$ cat src/rtl/ysyx_24110006_axi_rd_arbiter.sv
// Purpose: shares one AXI4 read port between icache (m0) and LSU (m1), one transaction in flight.
// Latency: request sampled in IDLE is issued next cycle; R channel is combinational in DATA.
// Backpressure: owner's rready drives slave rready directly; losing master waits with arready=0.
module ysyx_24110006_axi_rd_arbiter #(
  parameter int RR   = 1,
  parameter int ID_W = 4
) (
  input  logic            i_clock,
  input  logic            i_reset,
  // master 0 (icache)
  input  logic [31:0]     i_m0_axi_araddr,
  input  logic            i_m0_axi_arvalid,
  output logic            o_m0_axi_arready,
  input  logic [ID_W-1:0] i_m0_axi_arid,
  input  logic [7:0]      i_m0_axi_arlen,
  input  logic [2:0]      i_m0_axi_arsize,
  input  logic [1:0]      i_m0_axi_arburst,
  output logic [31:0]     o_m0_axi_rdata,
  output logic            o_m0_axi_rvalid,
  input  logic            i_m0_axi_rready,
  output logic [1:0]      o_m0_axi_rresp,
  output logic [ID_W-1:0] o_m0_axi_rid,
  output logic            o_m0_axi_rlast,
  // master 1 (LSU)
  input  logic [31:0]     i_m1_axi_araddr,
  input  logic            i_m1_axi_arvalid,
  output logic            o_m1_axi_arready,
  input  logic [ID_W-1:0] i_m1_axi_arid,
  input  logic [7:0]      i_m1_axi_arlen,
  input  logic [2:0]      i_m1_axi_arsize,
  input  logic [1:0]      i_m1_axi_arburst,
  output logic [31:0]     o_m1_axi_rdata,
  output logic            o_m1_axi_rvalid,
  input  logic            i_m1_axi_rready,
  output logic [1:0]      o_m1_axi_rresp,
  output logic [ID_W-1:0] o_m1_axi_rid,
  output logic            o_m1_axi_rlast,
  // slave
  output logic [31:0]     o_axi_araddr,
  output logic [ID_W-1:0] o_axi_arid,
  output logic [7:0]      o_axi_arlen,
  output logic [2:0]      o_axi_arsize,
  output logic [1:0]      o_axi_arburst,
  output logic            o_axi_arvalid,
  input  logic            i_axi_arready,
  input  logic [31:0]     i_axi_rdata,
  input  logic [1:0]      i_axi_rresp,
  input  logic [ID_W-1:0] i_axi_rid,
  input  logic            i_axi_rlast,
  input  logic            i_axi_rvalid,
  output logic            o_axi_rready
);

  typedef enum logic [1:0] {
    IDLE = 2'd0,
    ADDR = 2'd1,
    DATA = 2'd2
  } state_e;

  state_e state_q, state_d;
  logic   grant_q, grant_d;  // owning master
  logic   last_q,  last_d;   // most recently granted master

  logic in_addr, in_data;
  logic m0_own, m1_own;

  // Granted master's request, selected by grant_q
  logic            g_arvalid;
  logic [31:0]     g_araddr;
  logic [ID_W-1:0] g_arid;
  logic [7:0]      g_arlen;
  logic [2:0]      g_arsize;
  logic [1:0]      g_arburst;
  logic            g_rready;

  assign in_addr = (state_q == ADDR);
  assign in_data = (state_q == DATA);
  assign m0_own  = ~grant_q;
  assign m1_own  = grant_q;

  assign g_arvalid = grant_q ? i_m1_axi_arvalid : i_m0_axi_arvalid;
  assign g_araddr  = grant_q ? i_m1_axi_araddr  : i_m0_axi_araddr;
  assign g_arid    = grant_q ? i_m1_axi_arid    : i_m0_axi_arid;
  assign g_arlen   = grant_q ? i_m1_axi_arlen   : i_m0_axi_arlen;
  assign g_arsize  = grant_q ? i_m1_axi_arsize  : i_m0_axi_arsize;
  assign g_arburst = grant_q ? i_m1_axi_arburst : i_m0_axi_arburst;
  assign g_rready  = grant_q ? i_m1_axi_rready  : i_m0_axi_rready;

  // AR channel: only live in ADDR, payload zeroed otherwise
  assign o_axi_arvalid    = in_addr & g_arvalid;
  assign o_axi_araddr     = in_addr ? g_araddr  : '0;
  assign o_axi_arid       = in_addr ? g_arid    : '0;
  assign o_axi_arlen      = in_addr ? g_arlen   : '0;
  assign o_axi_arsize     = in_addr ? g_arsize  : '0;
  assign o_axi_arburst    = in_addr ? g_arburst : '0;
  assign o_m0_axi_arready = in_addr & m0_own & i_axi_arready;
  assign o_m1_axi_arready = in_addr & m1_own & i_axi_arready;

  // R channel: routed to the owner in DATA only; slave beats outside DATA are held off
  assign o_axi_rready    = in_data & g_rready;
  assign o_m0_axi_rvalid = in_data & m0_own & i_axi_rvalid;
  assign o_m1_axi_rvalid = in_data & m1_own & i_axi_rvalid;
  assign o_m0_axi_rdata  = (in_data & m0_own) ? i_axi_rdata : '0;
  assign o_m0_axi_rresp  = (in_data & m0_own) ? i_axi_rresp : '0;
  assign o_m0_axi_rid    = (in_data & m0_own) ? i_axi_rid   : '0;
  assign o_m0_axi_rlast  = in_data & m0_own & i_axi_rlast;
  assign o_m1_axi_rdata  = (in_data & m1_own) ? i_axi_rdata : '0;
  assign o_m1_axi_rresp  = (in_data & m1_own) ? i_axi_rresp : '0;
  assign o_m1_axi_rid    = (in_data & m1_own) ? i_axi_rid   : '0;
  assign o_m1_axi_rlast  = in_data & m1_own & i_axi_rlast;

  // Next-state: arbitration in IDLE, AR handshake/abandon in ADDR, rlast release in DATA
  always_comb begin
    state_d = state_q;
    grant_d = grant_q;
    last_d  = last_q;
    unique case (state_q)
      IDLE: begin
        if (i_m0_axi_arvalid || i_m1_axi_arvalid) begin
          if (i_m0_axi_arvalid && i_m1_axi_arvalid) begin
            // tie: round-robin favours the master not served last; fixed mode favours m1
            grant_d = (RR != 0) ? ~last_q : 1'b1;
          end else begin
            grant_d = i_m1_axi_arvalid;
          end
          last_d  = grant_d;
          state_d = ADDR;
        end
      end
      ADDR: begin
        if (g_arvalid && i_axi_arready) begin
          state_d = DATA;
        end else if (!g_arvalid) begin
          // requester withdrew before anything was issued
          state_d = IDLE;
        end
      end
      DATA: begin
        if (i_axi_rvalid && g_rready && i_axi_rlast) begin
          state_d = IDLE;
        end
      end
      default: state_d = IDLE;
    endcase
  end

  // State registers; last starts at 1 so m0 wins the first round-robin tie
  always_ff @(posedge i_clock or posedge i_reset) begin
    if (i_reset) begin
      state_q <= IDLE;
      grant_q <= 1'b0;
      last_q  <= 1'b1;
    end else begin
      state_q <= state_d;
      grant_q <= grant_d;
      last_q  <= last_d;
    end
  end

endmodule
$ cat config.mk
export PLATFORM = sky130hd
export DESIGN_NAME = ysyx_24110006_axi_rd_arbiter
export DESIGN_NICKNAME = d
export VERILOG_FILES = /design/src/rtl/ysyx_24110006_axi_rd_arbiter.sv
export SDC_FILE = /design/constraint.sdc
export NUM_CORES = 1
export LEC_CHECK = 0
export ABC_AREA = 1
export BUFFER_PORTS_ARGS = -buffer_cell sky130_fd_sc_hd__buf_2
export CAP_MARGIN = 10
export CORE_AREA = 2 2 108 110
export DETAILED_ROUTE_END_ITERATION = 8
export DIE_AREA = 0 0 110 112
export PLACE_DENSITY = 0.51
export RECOVER_POWER = 50
export SYNTH_ARGS = -nofsm -noshare
export SYNTH_HDL_FRONTEND = slang
export SYNTH_SLANG_ARGS = --single-unit
$ cat constraint.sdc
create_clock -name i_clock -period 1.4 [get_ports i_clock]
set_input_delay 0.28 -clock i_clock [delete_from_list [all_inputs] [get_ports i_clock]]
set_output_delay 0.28 -clock i_clock [all_outputs]
set_load 0.005 [all_outputs]
==> results.yml <==
placed_design:
  gp_congestion: 0.793
  dp.cells: 748
  portBuffers: 277
  hpwl_mm: 6.51
finish:
  final_core_util_pct: 30.5
  fin_cells: 756
  final_common_cell: "buf_2"
  layout_common_cells: "buf_2 (277), nand2_1 (110), nor2_1 (58), a21oi_1 (46), inv_1 (44)"
  nets: 759
  diodes: 0
  area_growth_syn_to_layout_pct: 122
  drive_gt1_share_pct: 56.4
setup_path:
  cp_max_fo: 23
  arrival_ns: 1.33
  criticalPathCategory: "reg -> out"
  crit_path_end: "o_m1_axi_rdata[3]"
  crit_required_ns: 1.12
  r2r-start: "grant_q$_DFFE_PP0P_"
  rr_worst_depth: 8
  cp-start-kind: "flop"
  r2r_slack_ns: 0.29
  cp-end-kind: "primary output"
  reg2reg_to: "state_q[1]$_DFFE_PP0P_"
  crit_path_start: "state_q[0]$_DFFE_PP0P_"
grt:
  use_met1_pct: 13.6
  grt_pass1_wl_mm: 11.2
  grt_max_degree: 41
  track_usage_pct: 11.2
  antenna_found_initial: 0
  grt_remaining_overflow: 0
  grt_pass1_vias: 2463
  grt.busiest_layer: "met2"
  use_met2_pct: 20.8
  grtUsageMet3_pct: 0.995
status:
  status: "finished with violations"
  violations: "negative setup slack"
route:
  wl_per_cell_um: 10.3
  drtIter0Drc: 102
  finalWirelength_mm: 7.81
  vias_per_cell: 3.85
  vias: 2911
  ant_nets: 0
  post-route-drc-count: 0
  first_pass_iters: 4
clocking:
  cts_sinks: 4
  clock-root-buffer: "clkbuf_16"
  cts_tree: "yes"
  clock_path_buffers: 2
  htree_levels: 1
  cts.clk_slew.worst_paths_ns: 0.03
  clkLatencyLatePin_ns: 0.22
  cts_inserted_buffers: 3
yosys:
  syn_area_mm2: 0.00153
  synth_area_leader_cell: "nand2_1"
  yosysSeqAreaShare_pct: 6.61
  synthesis.nets: 475
  synth_seq_cells: 4
  syn-mean-instance-area_um2: 4.64
  ys_types: 18
  syn_inst: 330
  synth_area_leaders: "nand2_1 (28%), nor2_1 (19%), a21oi_1 (16%)"
  yosysWarnings: 0
  netlist.area_leader.share_pct: 27.9
floorplanning:
  pin_count: 278
  dieArea_mm2: 0.0123
  initial_utilization_pct: 13.7
  rows: 39
  core_mm2: 0.0112
  die_h_um: 112
  die_w_um: 110
power_and_ir_drop:
  leakage_uw: 0.00234
  comb_power_share_pct: 85.3
  cellPowerDensity_mw_per_mm2: 1410
  switchingPower_uw: 2340
  peakVddDrop_v: 0.000795
  swShare_pct: 48.6
  internal-power_uw: 2470
  clock_power_share_pct: 9.5
  seqPwrFrac_pct: 5.3
sta:
  final_hold_viol_count: 0
  fin_crit_sh_pct: 115
  slew_headroom_pct: 78.6
  period_minus_slack_ns: 1.61
  tns_ns: -21.37
  setup_violations: 133
  whs_ns: 0.326
  timing.final.ws_setup_ns: -0.211
  rsz0062_at_grt: "true"
  fin_skew_ns: 0.00128
  max_freq_mhz: 621
  slew_violations: 0
  worstMarginPinSlew_ns: 0.317
flow_run:
  drv_cap: 0
hold_path:
  hold_class: "in -> reg"
-- timing repair --
item                                    CTS  global route
endpoints found under the setup margin  133           133
setup buffers                             1             2
pin swaps                                 2             4
hold buffers                              1             0
hold endpoints to repair                  3             0
resized for setup                        13            31
-- cells in the mapped netlist --
master / n
a21oi_1: 50
and2_1: 1
buf_2: 10
buf_4: 4
buf_6: 10
dfrtp_1: 3
dfstp_2: 1
inv_1: 45
inv_4: 1
nand2_1: 114
nand2_2: 1
nand2_4: 2
nand3_1: 3
nor2_1: 79
nor2_2: 2
nor2_4: 1
nor3_1: 2
o21ai_0: 1
-- critical path, stage by stage (launching register included) --
cell and delay, ns:
dfrtp_1 0.41, nor2_4 0.21, nand2_4 0.09, buf_12 0.17, nor2_1 0.10, buf_2 0.12
-- flip-flops by register name (all words and copies together) (netlist names) --
name	count
last_q	1
state_q	2
grant_q	1
-- stage by stage --
step | cell area [um2] | power (uW) | setup WS (ns)
after floorplan | 1530 | 2310 | 0.205
after global placement | 3160 | 4140 | 0.00539
after detailed placement | 3160 | 4100 | -0.000226
after CTS | 3290 | 4690 | -0.199
after global routing | 3400 | 5360 | -0.287
final | 3400 | 4810 | -0.211
-- metal layers --
metal / part of all wire, % / routed length [um]
met5: 0 / 0
met4: 0.97 / 76
met3: 9.4 / 736
met2: 49 / 3840
met1: 40 / 3150
-- cell families (layout without fill, tap and decap cells) --
family / after synthesis / after routing / synth area share [%]
flops: 4 / 4 / 6.61
buf+inv: 70 / 353 / 24.0
compound gates: 51 / 51 / 16.7
simple gates: 205 / 205 / 52.7
-- worst min path at each step --
stage | from | end | cells after the start | slack (ns)
final | i_m1_axi_arvalid | last_q$_DFFE_PP1P_ | 3 | 0.33
after global routing | i_axi_arready | state_q[1]$_DFFE_PP0P_ | 3 | 0.36
after detailed placement | i_reset | state_q[1]$_DFFE_PP0P_ | 2 | 0.17
after global placement | i_reset | state_q[1]$_DFFE_PP0P_ | 2 | 0.17
after floorplan | i_reset | grant_q$_DFFE_PP0P_ | 1 | 0.05
after CTS | i_m1_axi_arvalid | last_q$_DFFE_PP1P_ | 3 | 0.33
-- power groups by stage --
stage                     registers [uW]  clock network (uW)  logic [uW]
after floorplan                      222                   0        2080
after global placement               242                   0        3900
final                                253                 456        4100
after CTS                            250                 463        3980
after global routing                 263                 482        4610
after detailed placement             243                   0        3860
-- area by class of cell --
cell class                 count  area [um2]
sequential                     4         103
tap                          143         179
fill                        1296        7770
timing repair buffer         303        1710
multi-input combinational    256        1160
inverter                      46         178
clock buffer                   4        78.8
Note: power is estimated with default switching activity, not from simulation.
